--- src/rtl/mem_bus_arbiter.sv ---
// Memory bus arbiter. After reset it reads the reset vector and hands it to the
// PC. It then serves word/byte accesses from the execute and fetch units on a
// single memory bus. The execute unit has fixed priority over fetch.
//
// Handshake: a requester raises req and holds addr/data stable. The arbiter
// samples req at a clock edge while idle or responding. In the next cycle
// (address cycle) it pulses gnt. In the cycle after that it pulses rdy and
// presents read data. req still high at the edge that ends the rdy cycle is
// taken as a new request.
module mem_bus_arbiter #(
  parameter logic [15:0] VEC_ADDR = 16'hFFFE
) (
  input  logic        clk,
  input  logic        rst,
  input  logic        if_req,
  input  logic [15:0] if_addr,
  output logic        if_gnt,
  output logic        if_rdy,
  output logic [15:0] if_data,
  input  logic        ex_req,
  input  logic        ex_we,
  input  logic        ex_bw,
  input  logic [15:0] ex_addr,
  input  logic [15:0] ex_wdata,
  output logic        ex_gnt,
  output logic        ex_rdy,
  output logic [15:0] ex_rdata,
  output logic [15:0] MAB,
  output logic [15:0] MDB_out,
  input  logic [15:0] MDB_in,
  output logic        mem_re,
  output logic        mem_we,
  output logic        mem_bw,
  output logic        pc_load,
  output logic [15:0] pc_init,
  output logic        boot_done,
  output logic [2:0]  dbg_state
);

  typedef enum logic [2:0] {
    S_RESET  = 3'd0,
    S_BOOT_A = 3'd1,
    S_BOOT_D = 3'd2,
    S_IDLE   = 3'd3,
    S_ACCESS = 3'd4,
    S_RESP   = 3'd5
  } state_t;

  state_t      state, state_next;
  logic        take_ex, take_if;
  logic        sel_ex, acc_we, acc_bw, acc_hi;
  logic [15:0] acc_addr, acc_wdata;

  assign dbg_state = state;

  // Arbitration: requests are only accepted while idle or in the response cycle.
  always_comb begin
    take_ex = 1'b0;
    take_if = 1'b0;
    if (state == S_IDLE || state == S_RESP) begin
      take_ex = ex_req;
      take_if = !ex_req && if_req;
    end
  end

  // State register with synchronous active-low reset.
  always_ff @(posedge clk) begin
    if (!rst) state <= S_RESET;
    else      state <= state_next;
  end

  // Capture the winning request at the entry edge. The bus drives from these copies.
  always_ff @(posedge clk) begin
    if (!rst) begin
      sel_ex    <= 1'b0;
      acc_we    <= 1'b0;
      acc_bw    <= 1'b0;
      acc_hi    <= 1'b0;
      acc_addr  <= 16'h0000;
      acc_wdata <= 16'h0000;
    end else if (take_ex) begin
      sel_ex    <= 1'b1;
      acc_we    <= ex_we;
      acc_bw    <= ex_bw;
      acc_hi    <= ex_addr[0];
      acc_addr  <= ex_bw ? ex_addr : {ex_addr[15:1], 1'b0};
      acc_wdata <= ex_bw ? {ex_wdata[7:0], ex_wdata[7:0]} : ex_wdata;
    end else if (take_if) begin
      sel_ex    <= 1'b0;
      acc_we    <= 1'b0;
      acc_bw    <= 1'b0;
      acc_hi    <= 1'b0;
      acc_addr  <= {if_addr[15:1], 1'b0};
      acc_wdata <= 16'h0000;
    end
  end

  // Next state and all outputs. Every output is quiet unless a state drives it.
  always_comb begin
    state_next = state;
    if_gnt     = 1'b0;
    if_rdy     = 1'b0;
    if_data    = 16'h0000;
    ex_gnt     = 1'b0;
    ex_rdy     = 1'b0;
    ex_rdata   = 16'h0000;
    MAB        = 16'h0000;
    MDB_out    = 16'h0000;
    mem_re     = 1'b0;
    mem_we     = 1'b0;
    mem_bw     = 1'b0;
    pc_load    = 1'b0;
    pc_init    = 16'h0000;
    boot_done  = 1'b0;
    case (state)
      S_RESET: state_next = S_BOOT_A;
      S_BOOT_A: begin
        MAB        = VEC_ADDR;
        mem_re     = 1'b1;
        state_next = S_BOOT_D;
      end
      S_BOOT_D: begin
        pc_load    = 1'b1;
        pc_init    = MDB_in;
        state_next = S_IDLE;
      end
      S_IDLE: begin
        boot_done  = 1'b1;
        state_next = (take_ex || take_if) ? S_ACCESS : S_IDLE;
      end
      S_ACCESS: begin
        boot_done  = 1'b1;
        ex_gnt     = sel_ex;
        if_gnt     = !sel_ex;
        MAB        = acc_addr;
        mem_re     = !acc_we;
        mem_we     = acc_we;
        mem_bw     = acc_bw;
        MDB_out    = acc_we ? acc_wdata : 16'h0000;
        state_next = S_RESP;
      end
      S_RESP: begin
        boot_done = 1'b1;
        if (sel_ex) begin
          ex_rdy = 1'b1;
          if (!acc_we)
            ex_rdata = acc_bw ? {8'h00, (acc_hi ? MDB_in[15:8] : MDB_in[7:0])} : MDB_in;
        end else begin
          if_rdy  = 1'b1;
          if_data = MDB_in;
        end
        state_next = (take_ex || take_if) ? S_ACCESS : S_IDLE;
      end
      default: state_next = S_RESET;
    endcase
  end

endmodule

--- config.mk ---
export PLATFORM = sky130hd
export DESIGN_NAME = mem_bus_arbiter
export DESIGN_NICKNAME = d
export VERILOG_FILES = /design/src/rtl/mem_bus_arbiter.sv
export SDC_FILE = /design/constraint.sdc
export NUM_CORES = 1
export LEC_CHECK = 0
export ABC_AREA = 1
export BUFFER_PORTS_ARGS = -buffer_cell sky130_fd_sc_hd__buf_2
export CORE_MARGIN = 4
export CORE_UTILIZATION = 35
export CTS_CLUSTER_DIAMETER = 80
export CTS_CLUSTER_SIZE = 30
export DETAILED_ROUTE_END_ITERATION = 6
export GPL_ROUTABILITY_DRIVEN = 0
export PLACE_DENSITY = 0.66
export REMOVE_ABC_BUFFERS = 1
export SYNTH_ARGS = -nofsm -noshare
export SYNTH_HDL_FRONTEND = slang
export SYNTH_SLANG_ARGS = --single-unit
--- constraint.sdc ---
create_clock -name clk -period 2.7 [get_ports clk]
set_input_delay 0.27 -clock clk [delete_from_list [all_inputs] [get_ports clk]]
set_output_delay 0.27 -clock clk [all_outputs]
set_load 0.05 [all_outputs]
# ---- Word level (Yosys, flattened, before mapping)
# Index checks and enable logic that the tools add are counted.
dict set report op_classes {
  n_eq_ne 5
  mux 37
  n_mul 0
  add_sub_neg 0
  n_reduce_logical 10
  bitwise 0
  shifts 0
  div_mod_pow 0
  n_lt_le_gt_ge 0
}
# cell count
set ops {}
lappend ops {{two-way mux 16 bit} 14}
lappend ops {{case mux 16 bit (2 select lines)} 1}
lappend ops {{two-way mux 1 bit} 18}
lappend ops {{case mux 3 bit (5 select lines)} 1}
lappend ops {{two-way mux 8 bit} 1}
lappend ops {{== test 3 x 2 -> 1 bit, second input constant} 2}
lappend ops {{== test 3 bit, second input constant} 2}
lappend ops {{== test 3 x 1 -> 1 bit, second input constant} 1}
lappend ops {{logical NOT 1 bit} 3}
lappend ops {{logical NOT 3 bit} 1}
lappend ops {{two-way mux 3 bit} 1}
lappend ops {{OR reduction 3 bit} 1}
lappend ops {{logical OR 1 bit} 2}
lappend ops {{case mux 1 bit (2 select lines)} 1}
lappend ops {{nonzero test 2 bit} 1}
lappend ops {{OR reduction 2 bit} 1}
lappend ops {{logical AND 1 bit} 1}
dict set report totals {
  ram_bits 0
  input_bits 70
  latch_bits 0
  word_cells 59
  n_memories 0
  romBits 0
  output_inout_bits 92
  register_bits 39
}

# ---- Longest topological paths before layout
# Gate-level depths: netlist of run 1.
dict set report logic_depth {
  depth_word 6
  mapped_depth 10
  ltp_nobuf 8
}

# ---- Worst setup path before layout of run 1
# Ideal clock, no wire load.
dict set report synth_timing {
  path_type {register to output}
  start {register state[0], in the netlist dbg_state[0]}
  end {output port ex_rdata[10]}
  setup_slack_ns -0.586
  stages_incl_launch_ff 5
  t_arrival_ns 3.016
  path_cell_list {dfxtp_1 -> nand3_2 -> nor2_1 -> inv_1 -> nor3_1}
}
dict set report synth_between {
  elab_chain_len 2
}
# item line
set synth_lines {}
lappend synth_lines {{start: declaration} 49} ;# state_t state, state_next;
lappend synth_lines {{start signal: assignment} 69} ;# else state <= state_next;
lappend synth_lines {{== test 3 bit} 115} ;# case (state)
lappend synth_lines {{two-way mux 16 bit} 115}
lappend synth_lines {{end: declaration} 27} ;# output logic [15:0] ex_rdata,
# Every way passes these cells.

# ---- Final worst setup path of run 1
dict set report layout_timing {
  start {register state[2], in the netlist dbg_state[2]}
  end {output port MAB[4]}
}
dict set report layout_between {
  elab_chain_len 2
  elab_cells_between_ends 3
}
# item line
set layout_lines {}
lappend layout_lines {{== test 3 bit / == test 3 x 1 -> 1 bit (equally long branches)} 115}
lappend layout_lines {{case mux 16 bit (2 select lines) (*)} 115}
lappend layout_lines {{end: declaration} 28} ;# output logic [15:0] MAB,
# Every way passes the cells marked *; elsewhere a longest branch is shown, timed or not.

==> results.yml, run 1 <==
outcome:
  outcome: "complete, no violations"
timing:
  max_freq_mhz: 474
  hold_violations: 0
  skew_ns: 0.00283
  max_slew_margin_pct: 54.1
  tightest_slew_ns: 0.686
  slew_viol_final: 0
  period_minus_slack_ns: 2.11
  rsz0062_at_grt: "false"
  min_period_over_period_pct: 78.2
  setup_violations: 0
final_layout:
  n_fill_cell: 778
  nNetsFinal: 625
  multi_input_area_um2: 1360
  seq_area_um2: 781
  n_antenna_cell: 0
  drive_above_1_share_pct: 36.7
  area_growth_pct: 34.9
  final_cell_area_um2: 3420
  fin_util_pct: 49.5
floorplan:
  die_y_um: 93.1
  rows: 30
  fp.coreArea_um2: 6910
  dieArea_um2: 8670
  die_w_um: 93.1
  io_pins: 162
  initial_utilization_pct: 36.7
clocking:
  cts_setup_buffers: 0
  clk_pin_slew_worst_paths_ns: 0.07
  cts_root_buf: "clkbuf_8"
  htree_levels: 2
  clk_latency_ns: 0.28
  numCtsBuffers: 5
  cts_tree: "done"
  ctsResizeCount: 0
  clock_path_buffers: 2
  holdBufCountCts: 0
  cts.sinks: 39
worst_setup_path:
  critPathRequiredTime_ns: 2.43
  critPathLaunch: "dbg_state[2]"
  worst_path_dominant_cell_family: "buffers and inverters"
  slowest_stage: "dfxtp_1"
  crit_buf_inv: 4
  r2r-start: "dbg_state[0]"
  endpoint_kind: "primary output"
  path_class: "reg2out"
  critPathMostFrequentCell: "inv_1"
  arrival_ns: 1.84
  cp_max_fo: 35
  worstPathCellList: "inv_1 -> nor3_1 -> inv_1 -> buf_4 -> o21ai_0 -> buf_2"
  setup.worst_path.start_class: "flip-flop"
  r2r_setup_slack_ns: 1.04
  cpPeakStageDelay_ns: 0.37
drt:
  first_pass_iters: 6
  drt_wl_total_um: 8320
  ant_nets: 0
  drt_iter0_markers: 64
  drc: 0
  via_count: 3085
  wl_per_cell_um: 12.8
  viasPerCell: 4.73
placed_design:
  place_area_um2: 3340
  io_buffer_count: 160
  dp_hpwl_um: 6240
min_path:
  hp-start: "ex_wdata[7]"
  hp-class: "in2reg"
synthesis:
  synth-warning-count: 0
  ys_seq_area_share_pct: 30.8
  synth.cell_area_um2: 2540
  syn_inst: 410
  netlist_top_cells_area: "dfxtp_1 31%, nand2_1 13%, inv_1 9.0%"
  ys_ff_latch: 39
  ys_types: 21
  avgSynthCellArea_um2: 6.19
  synth_area_leader_cell: "dfxtp_1"
  netlist.area_leader.share_pct: 30.8
global_routing:
  grt_max_degree: 39
  grt_pass1_wl_um: 13200
  grt_overflow: 0
  grt_util_all_layers_pct: 18.4
  grt_pass1_vias: 2875
  antenna_found_initial: 0
run:
  max_cap_viol_count: 0
power_and_ir_drop:
  ir_drop_v: 0.000184
  leakage_nw: 1.83
  power_density_nw_per_um2: 454
-- cell usage after synthesis (all sizes together) --
| library cell | n |
|---|---|
| inv | 61 |
| buf | 13 |
| nor2 | 55 |
| nand3 | 42 |
| a21oi | 47 |
| nand2 | 102 |
| clkbuf | 14 |
| clkinv | 1 |
| o21ai | 18 |
| nand4 | 1 |
| dfxtp | 39 |
| mux2 | 8 |
| nor3 | 9 |
-- state kept, by name, indices dropped and copies added, names as in the netlist --
register	flops
acc_addr	16
acc_wdata	16
dbg_state	3
acc_bw	1
acc_hi	1
acc_we	1
sel_ex	1
-- layout make-up --
class	instances	share of cell area (%)
well taps	96	3.51
multi-input cells	282	39.9
repair buffers	165	24.5
clock buffers	7	2.23
clock inverters	1	0.146
flip-flops and latches	39	22.8
inverters	62	6.95
-- worst paths after layout --
path              cells after the start      endpoint
setup reg to reg                      7  acc_addr[10]
hold / removal                        3  acc_wdata[7]
hold reg to reg                       2  acc_wdata[8]
setup / recovery                      6        MAB[4]
-- worst min-delay path: stages --
cell and delay (ns):
buf_2 0.11, nand2_2 0.06, a21oi_2 0.04
-- metrics by stage --
stage          hold WS, ns  total power [mW]  setup slack [ns]  TNS (ns)  instances
2_1_floorplan        0.408              1.01            -0.586    -13.72        383
3_3_place_gp         0.453              1.19             0.872         0        644
3_5_place_dp         0.456              1.19             0.853         0        644
4_1_cts              0.224              1.57             0.542         0        652
5_1_grt              0.232              1.64             0.383         0        652
6_report             0.236              1.55             0.590         0        652
-- metal layers --
| layer | routed length (um) | track usage (%) | share of wire (%) |
|---|---|---|---|
| met5 | 0 | 0 | 0 |
| met4 | 85 | 4.27 | 1.0 |
| met3 | 798 | 4.99 | 9.6 |
| met2 | 4160 | 35.2 | 50 |
| met1 | 3280 | 20.0 | 39 |
-- report_power, final --
group,internal [mW],switching [mW]
logic,0.140,0.415
registers,0.605,0.0167
clock network,0.181,0.194
-- cells by family after synthesis --
family / after synthesis / synth area share, %
multiplexers: 8 / 3.55
AND/OR/NAND/NOR: 209 / 35.5
AO/OA/AOI/OAI: 65 / 14.5
buffers and inverters: 89 / 15.7
flip-flops: 39 / 30.8
-- cell usage in the layout, fill, tap and decap left out --
cell	count
clkinv_4	1
o21ai_4	1
nand4_1	1
a21oi_2	10
clkbuf_1	2
nand2_2	11
nand2_8	1
nor3_1	9
buf_4	5
nor2_1	55
clkbuf_8	5
clkinv_2	1
mux2_2	8
nand3_1	41
a21oi_1	37
o21ai_0	17
dfxtp_1	39
nand2_1	90
buf_2	160
nand3_2	1
inv_1	61
Power figures use the tool's default switching activity.
==> run 2: changes to the inputs <==
--- a/config.mk
+++ b/config.mk
@@ -5,7 +5,7 @@
 export SDC_FILE = /design/constraint.sdc
 export NUM_CORES = 1
 export LEC_CHECK = 0
-export ABC_AREA = 1
+export ABC_AREA = 0
 export BUFFER_PORTS_ARGS = -buffer_cell sky130_fd_sc_hd__buf_2
 export CORE_MARGIN = 4
 export CORE_UTILIZATION = 35
@@ -13,7 +13,7 @@
 export CTS_CLUSTER_SIZE = 30
 export DETAILED_ROUTE_END_ITERATION = 6
 export GPL_ROUTABILITY_DRIVEN = 0
-export PLACE_DENSITY = 0.66
+export PLACE_DENSITY = 0.67
 export REMOVE_ABC_BUFFERS = 1
 export SYNTH_ARGS = -nofsm -noshare
 export SYNTH_HDL_FRONTEND = slang
==> constraint.sdc (replaced) <==
create_clock -name clk -period 2.1 [get_ports clk]
set_input_delay 0.21 -clock clk [delete_from_list [all_inputs] [get_ports clk]]
set_output_delay 0.21 -clock clk [all_outputs]
set_load 0.05 [all_outputs]
==> run 2 against run 1 <==
Non-clock buffer count rose by 5; clock power rose by 24%; area after synthesis fell by 6.7%; via count fell by 15%; sequential cell count did not move; critical path type unchanged; clock-buffer cell count fell by 1; routed wire length fell by 8.0%; global-route usage fell by 0.28 points; hold slack got worse by 0.080 ns.
==> results.yml, run 2 <==
outcome:
  outcome: "complete, no violations"
timing:
  setup_violations: 0
  period_minus_slack_ns: 1.90
  worst_hold_slack_ns: 0.157
  max_freq_mhz: 526
  tns_ns: 0
  skew_ns: 0.00331
  min_period_over_period_pct: 90.6
  fin_ws_ns: 0.198
  max_slew_margin_pct: 51.3
  hold_violations: 0
  tightest_slew_ns: 0.731
  rsz0062_at_grt: "false"
  slew_viol_final: 0
floorplan:
  io_pins: 162
  dieArea_um2: 8140
  initial_utilization_pct: 36.7
  die_y_um: 90.2
  rows: 29
  fp.coreArea_um2: 6460
  die_w_um: 90.2
synthesis:
  netlist_top_cells_area: "dfxtp_1 33%, and2_1 16%, o221a_2 6.7%"
  ys_types: 35
  synth_area_leader_cell: "dfxtp_1"
  synth_most_common_cell: "and2_1"
  ys_ff_latch: 39
  netlist.area_leader.share_pct: 33.0
  postSynth.asyncResetShare_pct: 0
  synth_ff_type: "dfxtp_1"
  syn_inst: 286
  synth.cell_area_um2: 2370
  ys_seq_area_share_pct: 33.0
  avgSynthCellArea_um2: 8.28
  synth_commonest_cells: "59 x and2_1, 39 x dfxtp_1, 26 x a21oi_1, 19 x nor2_1, 15 x a21o_1"
  synth-edff-count: 0
  synth-warning-count: 0
final_layout:
  fin_util_pct: 51.7
  n_antenna_cell: 0
  final_cell_mix: "153 x buf_2, 59 x and2_1, 37 x dfxtp_1"
  n_fill_cell: 642
  final_common_cell: "buf_2"
  drive_above_1_share_pct: 45.9
  nNetsFinal: 509
  area_growth_pct: 41.0
worst_setup_path:
  endpoint_kind: "primary output"
  setup.worst_path.start_class: "flip-flop"
  path_class: "reg2out"
  critPathRequiredTime_ns: 1.89
  cp_max_fo: 15
  arrival_ns: 1.69
  crit_buf_inv: 2
  worst_path_dominant_cell_family: "buffers and inverters"
  slowest_stage: "dfxtp_2"
  cpPeakStageDelay_ns: 0.38
  worstPathCellList: "or2_2 -> nor2_1 -> buf_4 -> a21o_1 -> buf_2"
min_path:
  hp-class: "in2reg"
global_routing:
  antenna_found_initial: 0
  grt_max_degree: 31
  grt_pass1_wl_um: 12600
  grt_pass1_vias: 2548
  grt_overflow: 0
  grt_util_all_layers_pct: 18.1
clocking:
  clk_latency_ns: 0.28
  cts_root_buf: "clkbuf_8"
  cts_tree: "done"
  htree_levels: 2
  clock_path_buffers: 2
  numCtsBuffers: 5
  clk_pin_slew_worst_paths_ns: 0.07
  cts.sinks: 39
placed_design:
  post-place-ws_ns: 0.236
  dp_hpwl_um: 5900
  io_buffer_count: 160
drt:
  drt_wl_total_um: 7650
  drc: 0
  viasPerCell: 5.08
  wl_per_cell_um: 14.9
  drt_iter0_markers: 78
  first_pass_iters: 4
  via_count: 2617
  ant_nets: 0
power_and_ir_drop:
  ir_drop_v: 0.000332
  power_mw: 1.87
  leakage_nw: 1.84
  power_density_nw_per_um2: 560
run:
  max_cap_viol_count: 0
## run 2: timing repair
action | 4_1_cts | 5_1_grt
pin swaps | 0 | 0
buffers inserted | 0 | 0
hold buffers | 0 | 0
resized for setup | 2 | 11
setup endpoints to repair | 31 | 43
## run 2: cells by family after synthesis
family | after synthesis | synth area share, %
AO/OA/AOI/OAI | 87 | 28.0
XOR/XNOR | 1 | 0.687
buffers and inverters | 27 | 5.02
flip-flops | 39 | 33.0
multiplexers | 9 | 3.81
AND/OR/NAND/NOR | 123 | 29.5
## run 2: final timing paths
check | to | cells past startpoint | start | slack [ns]
max | MAB[4] | 5 | dbg_state[1] | 0.20
min reg2reg | acc_wdata[12] | 1 | acc_wdata[12] | 0.45
min | acc_wdata[3] | 2 | ex_wdata[3] | 0.16
max reg2reg | acc_addr[10] | 4 | dbg_state[0] | 0.41
## run 2: cell type report
cell class / instances / area (um2) / share of cell area [%]
multi-input combinational: 220 / 1480 / 44.4
inverter: 3 / 11.3 / 0.337
clock buffer: 6 / 72.6 / 2.17
tap: 77 / 96.3 / 2.89
timing repair buffer: 170 / 893 / 26.8
sequential: 39 / 783 / 23.5
## run 2: through the flow
stage / std cells / instance area, um2
6_report: 515 / 3340
5_1_grt: 515 / 3340
4_1_cts: 515 / 3310
3_5_place_dp: 509 / 3240
3_3_place_gp: 509 / 3240
2_1_floorplan: 262 / 2260
## run 2: report_power, final
part           internal [mW]  total (mW)  leakage, nW  switching [mW]
sequential             0.773       0.801        0.317          0.0285
combinational          0.194       0.603         1.48           0.410
clock                  0.222       0.466       0.0371           0.245
## run 2: metal layers
layer,track usage (%),share of wire [%],wire [um]
met2,33.2,50,3830
met3,3.51,6.1,467
met1,21.7,43,3270
met5,0,0,0
met4,4.21,0.97,74
==> run 3: changes to the inputs <==
--- a/config.mk
+++ b/config.mk
@@ -8,12 +8,12 @@
 export ABC_AREA = 0
 export BUFFER_PORTS_ARGS = -buffer_cell sky130_fd_sc_hd__buf_2
 export CORE_MARGIN = 4
-export CORE_UTILIZATION = 35
+export CORE_UTILIZATION = 42
 export CTS_CLUSTER_DIAMETER = 80
 export CTS_CLUSTER_SIZE = 30
 export DETAILED_ROUTE_END_ITERATION = 6
 export GPL_ROUTABILITY_DRIVEN = 0
-export PLACE_DENSITY = 0.67
+export PLACE_DENSITY = 0.79
 export REMOVE_ABC_BUFFERS = 1
 export SYNTH_ARGS = -nofsm -noshare
 export SYNTH_HDL_FRONTEND = slang
==> run 3 against run 2 <==
Clock skew grew 0.0029 ns; sequential cell count unchanged; sequential power barely moved; global-route usage is 2.5 points higher; register-to-register slack barely moved; critical path type unchanged.
==> results.yml, run 3 (synthesis results as in run 2) <==
final_layout:
  n_antenna_cell: 0
  final_common_cell: "buf_2"
  stdcell_count: 512
  nNetsFinal: 509
  area_growth_pct: 42.8
  final_cell_mix: "143 x buf_2, 59 x and2_1, 38 x dfxtp_1"
  drive_above_1_share_pct: 45.9
worst_setup_path:
  critPathLaunch: "dbg_state[1]"
  r2r-start: "dbg_state[0]"
  worstPathCellList: "nand4b_1 -> or2_2 -> a21oi_1 -> buf_2"
  path_class: "reg2out"
  regToRegEndpoint: "acc_addr[10]"
  endpoint_kind: "primary output"
  cp_max_fo: 9
  worst_path_dominant_cell_family: "simple AND/OR/NAND/NOR gates"
  critPathRequiredTime_ns: 1.89
  slowest_stage: "dfxtp_1"
  arrival_ns: 1.79
  r2r_setup_slack_ns: 0.40
  cpPeakStageDelay_ns: 0.41
  crit_buf_inv: 1
  setup.worst_path.start_class: "flip-flop"
  reg2reg_depth: 4
clocking:
  clock_path_buffers: 2
  htree_levels: 2
  cts_tree: "done"
  cts_root_buf: "clkbuf_8"
  cts.sinks: 39
  clk_pin_slew_worst_paths_ns: 0.08
  holdBufCountCts: 0
  clk_latency_ns: 0.29
  cts_setup_buffers: 0
  numCtsBuffers: 5
global_routing:
  grt_pass1_vias: 2407
  antenna_found_initial: 0
  grt_pass1_wl_um: 11900
  grt_max_degree: 31
  grt_overflow: 0
  grt_util_all_layers_pct: 20.6
timing:
  fin_ws_ns: 0.101
  period_minus_slack_ns: 2.00
  max_slew_margin_pct: 52.2
  max_freq_mhz: 500
  tightest_slew_ns: 0.718
  worst_hold_slack_ns: 0.153
  skew_ns: 0.00625
  slew_viol_final: 0
  hold_violations: 0
  setup_violations: 0
  min_period_over_period_pct: 95.2
floorplan:
  dieArea_um2: 6900
  initial_utilization_pct: 43.3
  die_w_um: 83.1
  die_y_um: 83.1
  rows: 27
  fp.coreArea_um2: 5470
  io_pins: 162
drt:
  viasPerCell: 5.23
  wl_per_cell_um: 14.6
  first_pass_iters: 4
  via_count: 2680
  drc: 0
  drt_wl_total_um: 7460
  drt_iter0_markers: 134
  ant_nets: 0
min_path:
  hold_depth: 2
  hp-start: "ex_wdata[1]"
  min_to: "acc_wdata[1]"
  hp-class: "in2reg"
power_and_ir_drop:
  power_mw: 1.98
  ir_drop_v: 0.000323
  power_density_nw_per_um2: 584
  leakage_nw: 1.85
placed_design:
  dp.cells: 504
  post-place-ws_ns: 0.295
  io_buffer_count: 160
  dp_hpwl_um: 5680
run:
  max_cap_viol_count: 0
outcome:
  outcome: "complete, no violations"
-- run 3: worst max-delay path by stage --
stage | endpoint | slack [ns] | depth (start not counted)
floorplan | MDB_out[0] | -0.72 | 3
detailed placement | MDB_out[1] | 0.30 | 5
CTS | ex_rdata[3] | 0.03 | 4
finish | ex_rdata[5] | 0.10 | 4
global placement | MDB_out[1] | 0.33 | 5
global route | ex_rdata[6] | -0.02 | 4
-- run 3: metal layers --
layer / share of wire, % / track usage [%]
met4: 1.7 / 7.58
met3: 7.4 / 4.96
met5: 0 / 0
met1: 42 / 25.4
met2: 49 / 34.7
-- run 3: cell type report --
class	count	area, um2
clock buffer	7	96.3
clock inverter	1	7.51
fill	475	2090
inverter	3	11.3
multi-input combinational	220	1480
sequential	39	782
tap	72	90.1
timing repair buffer	170	918
-- run 3: power breakdown --
part           internal (mW)  switching (mW)  leakage [nW]  total (mW)
Combinational          0.208           0.410          1.48       0.618
Clock                  0.299           0.258        0.0505       0.556
Sequential             0.772          0.0288         0.317       0.801
Total                   1.28           0.697          1.85        1.98
-- run 3: metrics by stage --
step                setup TNS (ns)  instance area, um2  utilization, %
floorplan                   -38.33                2260               -
global placement                 0                3230            58.9
detailed placement               0                3230            58.9
CTS                              0                3330            60.9
global route               -0.0458                3380            61.8
finish                           0                3380            61.8
-- run 3: timing repair --
item,CTS,global route
gates cloned,0,0
setup endpoints to repair,21,48
gates resized for setup,1,21
